--- config.mk ---
export PLATFORM = sky130hd
export DESIGN_NAME = agc_sequencer
export DESIGN_NICKNAME = d
export VERILOG_FILES = /design/src/rtl/agc_sequencer.sv
export SDC_FILE = /design/constraint.sdc
export NUM_CORES = 1
export LEC_CHECK = 0
export CAP_MARGIN = 5
export CORE_UTILIZATION = 35
export CTS_CLUSTER_DIAMETER = 150
export DETAILED_ROUTE_END_ITERATION = 10
export SLEW_MARGIN = 20
export SYNTH_ARGS = -nofsm -noshare
export SYNTH_HDL_FRONTEND = slang
export SYNTH_SLANG_ARGS = --single-unit
--- constraint.sdc ---
create_clock -name clk -period 2.3 [get_ports clk]
set_input_delay 0.575 -clock clk [delete_from_list [all_inputs] [get_ports clk]]
set_output_delay 0.575 -clock clk [all_outputs]
set_load 0.01 [all_outputs]
--- src/rtl/agc_sequencer.sv ---
// rtl/agc_sequencer.sv - per-PRI AGC sequencer: settle, measure, step the HGA+PGA gain index
// Optional feature macro AGC_HYSTERESIS_EN: a step needs two consecutive same-direction out-of-window EVALs.
module agc_sequencer #(
  parameter int                 PGA_W          = 3,
  parameter int                 POWER_W        = 32,
  parameter int                 SETTLE_CYCLES  = 1000,
  parameter int                 PRI_CYCLES     = 100000,
  parameter int                 TIMEOUT_CYCLES = 4096,
  parameter logic [POWER_W-1:0] HI_THRESH      = POWER_W'(2**24),
  parameter logic [POWER_W-1:0] LO_THRESH      = POWER_W'(2**16),
  parameter logic [PGA_W:0]     GAIN_INIT      = '0
) (
  input  logic               clk,
  input  logic               rst,
  input  logic               en_i,
  input  logic [POWER_W-1:0] power_i,
  input  logic               valid_i,
  output logic               dc_block_en_o,
  output logic               goertzel_start_o,
  output logic               hga_en_o,
  output logic [PGA_W-1:0]   pga_gain_o,
  output logic               timeout_o,
  output logic               locked_o
);

  localparam int SW = $clog2(SETTLE_CYCLES + 1);
  localparam int TW = $clog2(TIMEOUT_CYCLES + 1);
  localparam int PW = $clog2(PRI_CYCLES + 1);

  typedef enum logic [2:0] {IDLE, SETTLE, START, WAIT, EVAL, HOLD} state_t;

  state_t             state_q;
  logic [SW-1:0]      settle_cnt_q;
  logic [TW-1:0]      to_cnt_q;
  logic [PW-1:0]      pri_cnt_q;
  logic [PGA_W:0]     gain_idx_q;
  logic [POWER_W-1:0] power_q;
  logic               dc_block_en_q;
  logic               goertzel_start_q;
  logic               timeout_q;
  logic               locked_q;

  logic pri_wrap, to_expire, too_hi, too_lo, step_up, step_dn;

  assign pri_wrap  = (pri_cnt_q == PW'(PRI_CYCLES - 1));
  assign to_expire = (state_q == WAIT) && !valid_i && (to_cnt_q == TW'(TIMEOUT_CYCLES - 1));
  assign too_hi    = (power_q > HI_THRESH);
  assign too_lo    = (power_q < LO_THRESH);

`ifdef AGC_HYSTERESIS_EN
  // {pending, pending direction is up}: first out-of-window EVAL arms, second same-direction one steps
  logic [1:0] hist_q;

  assign step_up = too_lo && (hist_q == 2'b11);
  assign step_dn = too_hi && (hist_q == 2'b10);

  always_ff @(posedge clk or negedge rst) begin
    if (!rst) begin
      hist_q <= '0;
    end else if (!en_i || to_expire) begin
      hist_q <= '0;
    end else if (state_q == EVAL) begin
      if (step_up || step_dn || !(too_hi || too_lo)) hist_q <= '0;
      else                                           hist_q <= {1'b1, too_lo};
    end
  end
`else
  assign step_up = too_lo;
  assign step_dn = too_hi;
`endif

  always_ff @(posedge clk or negedge rst) begin
    if (!rst) begin
      state_q          <= IDLE;
      settle_cnt_q     <= '0;
      to_cnt_q         <= '0;
      pri_cnt_q        <= '0;
      gain_idx_q       <= GAIN_INIT;
      power_q          <= '0;
      dc_block_en_q    <= 1'b0;
      goertzel_start_q <= 1'b0;
      timeout_q        <= 1'b0;
      locked_q         <= 1'b0;
    end else begin
      goertzel_start_q <= 1'b0;
      timeout_q        <= 1'b0;
      if (state_q != IDLE) pri_cnt_q <= pri_wrap ? '0 : pri_cnt_q + 1'b1;

      if (!en_i) begin
        // gain is deliberately kept so the amplifier does not jump while disabled
        state_q       <= IDLE;
        dc_block_en_q <= 1'b0;
        locked_q      <= 1'b0;
        pri_cnt_q     <= '0;
        settle_cnt_q  <= '0;
        to_cnt_q      <= '0;
      end else begin
        case (state_q)
          IDLE: begin
            gain_idx_q    <= GAIN_INIT;
            pri_cnt_q     <= '0;
            settle_cnt_q  <= '0;
            dc_block_en_q <= 1'b1;
            state_q       <= SETTLE;
          end
          SETTLE: begin
            if (settle_cnt_q == SW'(SETTLE_CYCLES - 1)) begin
              settle_cnt_q <= '0;
              state_q      <= START;
            end else begin
              settle_cnt_q <= settle_cnt_q + 1'b1;
            end
          end
          START: begin
            goertzel_start_q <= 1'b1;
            to_cnt_q         <= '0;
            state_q          <= WAIT;
          end
          WAIT: begin
            if (valid_i) begin
              power_q <= power_i;
              state_q <= EVAL;
            end else if (to_expire) begin
              timeout_q <= 1'b1;
              locked_q  <= 1'b0;
              state_q   <= HOLD;
            end else begin
              to_cnt_q <= to_cnt_q + 1'b1;
            end
          end
          EVAL: begin
            locked_q <= !(too_hi || too_lo);
            if (step_up && (gain_idx_q != '1))      gain_idx_q <= gain_idx_q + 1'b1;
            else if (step_dn && (gain_idx_q != '0)) gain_idx_q <= gain_idx_q - 1'b1;
            state_q <= HOLD;
          end
          HOLD: begin
            if (pri_wrap) state_q <= SETTLE;
          end
          default: state_q <= IDLE;
        endcase
      end
    end
  end

  assign dc_block_en_o    = dc_block_en_q;
  assign goertzel_start_o = goertzel_start_q;
  assign timeout_o        = timeout_q;
  assign locked_o         = locked_q;
  assign hga_en_o         = gain_idx_q[PGA_W];
  assign pga_gain_o       = gain_idx_q[PGA_W-1:0];

endmodule

==> impl_metrics.py, run 1 <==
metrics = {
    "cts": {
        "cts_tree": "yes",
        "ctsHtreeMaxLevel": 3,
        "clk_pin_slew_worst_paths_ns": 0.06,
        "clkLatencyLatePin_ns": 0.34,
        "numCtsBuffers": 9,
        "ctsRootBufferMaster": "clkbuf_16",
        "cts_buffer_depth": 2,
        "cts_hold_buffers": 0,
        "cts_num_sinks": 83,
    },
    "logic_synthesis": {
        "syn-cell-area_um2": 3959,
        "synth_nets": 420,
        "synth_top_cell_area_share_pct": 52.47,
        "seq_area_frac_synth_pct": 52.47,
        "synth_edf_count": 0,
        "synthArstFlopShare_pct": 100.0,
        "ys_warn_count": 0,
        "syn_inst": 378,
        "avgSynthCellArea_um2": 10.47,
        "synth_seq_cells": 83,
        "synth_flop_cell": "dfrtp_1",
        "synth.distinct_cells": 43,
        "synthTopCellsByArea": "dfrtp_1 52%, mux2_2 9.1%, nor2_1 4.0%, xor2_1 3.8%, nand2_1 3.3%",
        "synth_area_leader_cell": "dfrtp_1",
    },
    "routing": {
        "firstDrtPassIters": 4,
        "ant_nets": 0,
        "wl_per_cell_um": 13.87,
        "drc_errors": 0,
        "viasPerCell": 5.039,
        "num_vias": 2948,
        "drt_wl_total_mm": 8.116,
        "drt_iter0_markers": 135,
    },
    "worst_hold_path": {
        "hold_path_class": "in2async",
    },
    "grt": {
        "grt_first_pass_wirelength_mm": 14.13,
        "grt_pass1_vias": 2957,
        "grtUsageTotal_pct": 15.57,
        "grt_max_degree": 35,
        "grt_remaining_overflow": 0,
        "antenna_found_initial": 0,
    },
    "pwr": {
        "leakage_nw": 2.233,
        "ir_worst_vdd_uv": 526.8,
        "power_density_nw_per_um2": 605.4,
        "power_mw": 3.058,
    },
    "timing": {
        "setup_viol": 1,
        "layout_min_cycle_time_ns": 2.330,
        "max_slew.worst_pin.slew_ns": 0.6241,
        "relSlewSlack_pct": 58.01,
        "rsz0062_at_grt": "true",
        "finalHoldViolations": 0,
        "skew_ns": 0.005995,
        "slew_violations": 0,
        "timing.final.ws_setup_ns": -0.02965,
        "fmax_mhz": 429.2,
        "period_share_pct": 101.3,
    },
    "placement": {
        "io_buffer_count": 43,
        "place.gp.congestion": 0.7954,
        "hpwl_mm": 5.729,
    },
    "cells_and_area": {
        "antennaDiodeCount": 0,
        "final_nets": 482,
        "area_growth_pct": 27.59,
        "fin_util_pct": 46.19,
        "drive_above_1_share_pct": 19.10,
    },
    "critical_path": {
        "cp-end-kind": "flop",
        "critical_path_required_ns": 2.53,
        "worst_ep_arrival_time_ns": 2.56,
        "start_kind": "flop",
        "crit_fanout": 2,
        "critical_path_class": "reg2reg",
    },
    "floorplanning": {
        "die_x_um": 108.4,
        "pin_count": 44,
        "initial_core_util_pct": 36.20,
        "fp-row-count": 38,
        "dieHeight_um": 108.4,
        "die_area_um2": 11740,
        "coreArea_um2": 10940,
    },
    "status": {
        "status": "finished with violations",
        "violations": "negative setup slack",
    },
    "job": {
        "drv_cap": 0,
    },
}
-- synth_stat cells, types with 4 or more instances --
cell	count
dfrtp_1	83
nor2_1	42
nand2_1	35
mux2_2	32
o21ai_0	24
nand3_1	21
xor2_1	17
nor4_1	11
nand4_1	9
o31ai_1	9
nor3_1	8
a21oi_1	7
clkbuf_1	7
inv_1	7
and3_1	5
ha_1	5
nor3b_1	4
o211ai_1	4
o21a_1	4
xnor2_1	4
-- final timing paths --
path / start / endpoint / slack, ns / depth (start not counted)
worst max-delay path: power_q[25] / gain_idx_q[3] / -0.03 / 10
min in group clk: pri_cnt_q[0] / pri_cnt_q[0] / 0.48 / 1
max in group asynchronous: rst / settle_cnt_q[7] / 1.45 / 2
worst min register to register: pri_cnt_q[0] / pri_cnt_q[0] / 0.48 / 1
worst min-delay path: rst / power_q[5] / 0.18 / 1
worst max register to register: power_q[25] / gain_idx_q[3] / -0.03 / 10
-- critical path: stages (launching register included) --
cell      delay (ns)
dfrtp_1         0.38
or4_4           0.54
nand2b_4        0.17
nor2_4          0.09
inv_2           0.06
ha_4            0.20
a21o_1          0.18
a21oi_2         0.12
xor2_1          0.19
o21ai_1         0.09
a22o_1          0.21
-- sequential cells by signal (all words and copies together), names as in the netlist --
signal / flops
dc_block_en_o: 1
gain_idx_q: 4
goertzel_start_o: 1
locked_o: 1
power_q: 32
pri_cnt_q: 17
settle_cnt_q: 10
state_q: 3
timeout_o: 1
to_cnt_q: 13
-- cell families after synthesis --
group | Yosys count | share of synthesized area, %
and+or+nand+nor | 156 | 19.85
DFF | 83 | 52.47
AOI/OAI and AO/OA | 59 | 9.482
muxes | 33 | 9.482
xor gates and xnor gates | 21 | 4.646
buffers and inverters | 20 | 1.991
adders and majority gates | 6 | 2.086
-- per-layer routing --
layer | share of wire [%] | vias up | GRT usage (%)
li1 | - | 1468 | -
met1 | 50 | 1433 | 21.79
met2 | 45 | 37 | 22.88
met3 | 2.7 | 10 | 3.918
met4 | 1.6 | 0 | 6.467
met5 | 0 | - | 0
-- metrics by stage --
step | instances | setup slack [ns] | setup TNS [ns] | area [um2] | hold WS [ns]
6_report | 585 | -0.02965 | -0.02965 | 5051 | 0.1788
5_1_grt | 585 | -0.1678 | -0.2336 | 5051 | 0.2085
4_1_cts | 585 | -0.04862 | -0.04862 | 5027 | 0.1872
3_5_place_dp | 568 | -0.08078 | -0.1800 | 4716 | 0.4806
3_3_place_gp | 568 | -0.001599 | -0.001599 | 4716 | 0.4627
2_1_floorplan | 378 | 0.02070 | 0 | 3990 | 0.2794
-- area by class of cell --
type                       count  area [um2]
fill                        1005        5884
sequential                    83        2077
multi-input combinational    275        1868
timing repair buffer          64       610.6
clock buffer                  10       229.0
tap                          140       175.2
clock inverter                 6       65.06
inverter                       7       26.28
-- cell usage in the layout (no fill, tap or decap), types with 5 or more instances in the layout --
cell type / n
dfrtp_1: 83
clkdlybuf4s50_1: 42
nor2_1: 41
nand2_1: 35
mux2_2: 32
o21ai_0: 23
nand3_1: 21
buf_4: 20
xor2_1: 17
nor4_1: 9
nand4_1: 9
o31ai_1: 9
clkbuf_16: 9
nor3_1: 8
inv_1: 6
a21oi_1: 6
and3_1: 5
-- repair_timing --
item                       CTS  global route
setup buffers                1             0
setup endpoints to repair    1             2
pin swaps                    2             1
gates resized for setup      2             3
-- power breakdown --
group / internal, mW / switching, mW
Clock: 0.843 / 0.594
Sequential: 1.47 / 0.00559
Combinational: 0.0794 / 0.0701
Total: 2.39 / 0.670
(Power assumes the default switching activity.)
==> run 2, diff against run 1 <==
--- a/config.mk
+++ b/config.mk
@@ -9,6 +9,7 @@
 export CORE_UTILIZATION = 35
 export CTS_CLUSTER_DIAMETER = 150
 export DETAILED_ROUTE_END_ITERATION = 10
+export SKIP_LAST_GASP = 1
 export SLEW_MARGIN = 20
 export SYNTH_ARGS = -nofsm -noshare
 export SYNTH_HDL_FRONTEND = slang
==> results of run 2 <==
Same layout as run 1: the final DEF is identical, and so are final timing and power.
==> run 3, diff against run 2 <==
--- a/config.mk
+++ b/config.mk
@@ -5,7 +5,6 @@
 export SDC_FILE = /design/constraint.sdc
 export NUM_CORES = 1
 export LEC_CHECK = 0
-export CAP_MARGIN = 5
 export CORE_UTILIZATION = 35
 export CTS_CLUSTER_DIAMETER = 150
 export DETAILED_ROUTE_END_ITERATION = 10
==> results of run 3 <==
Same layout as run 1: the final DEF is identical, and so are final timing and power.
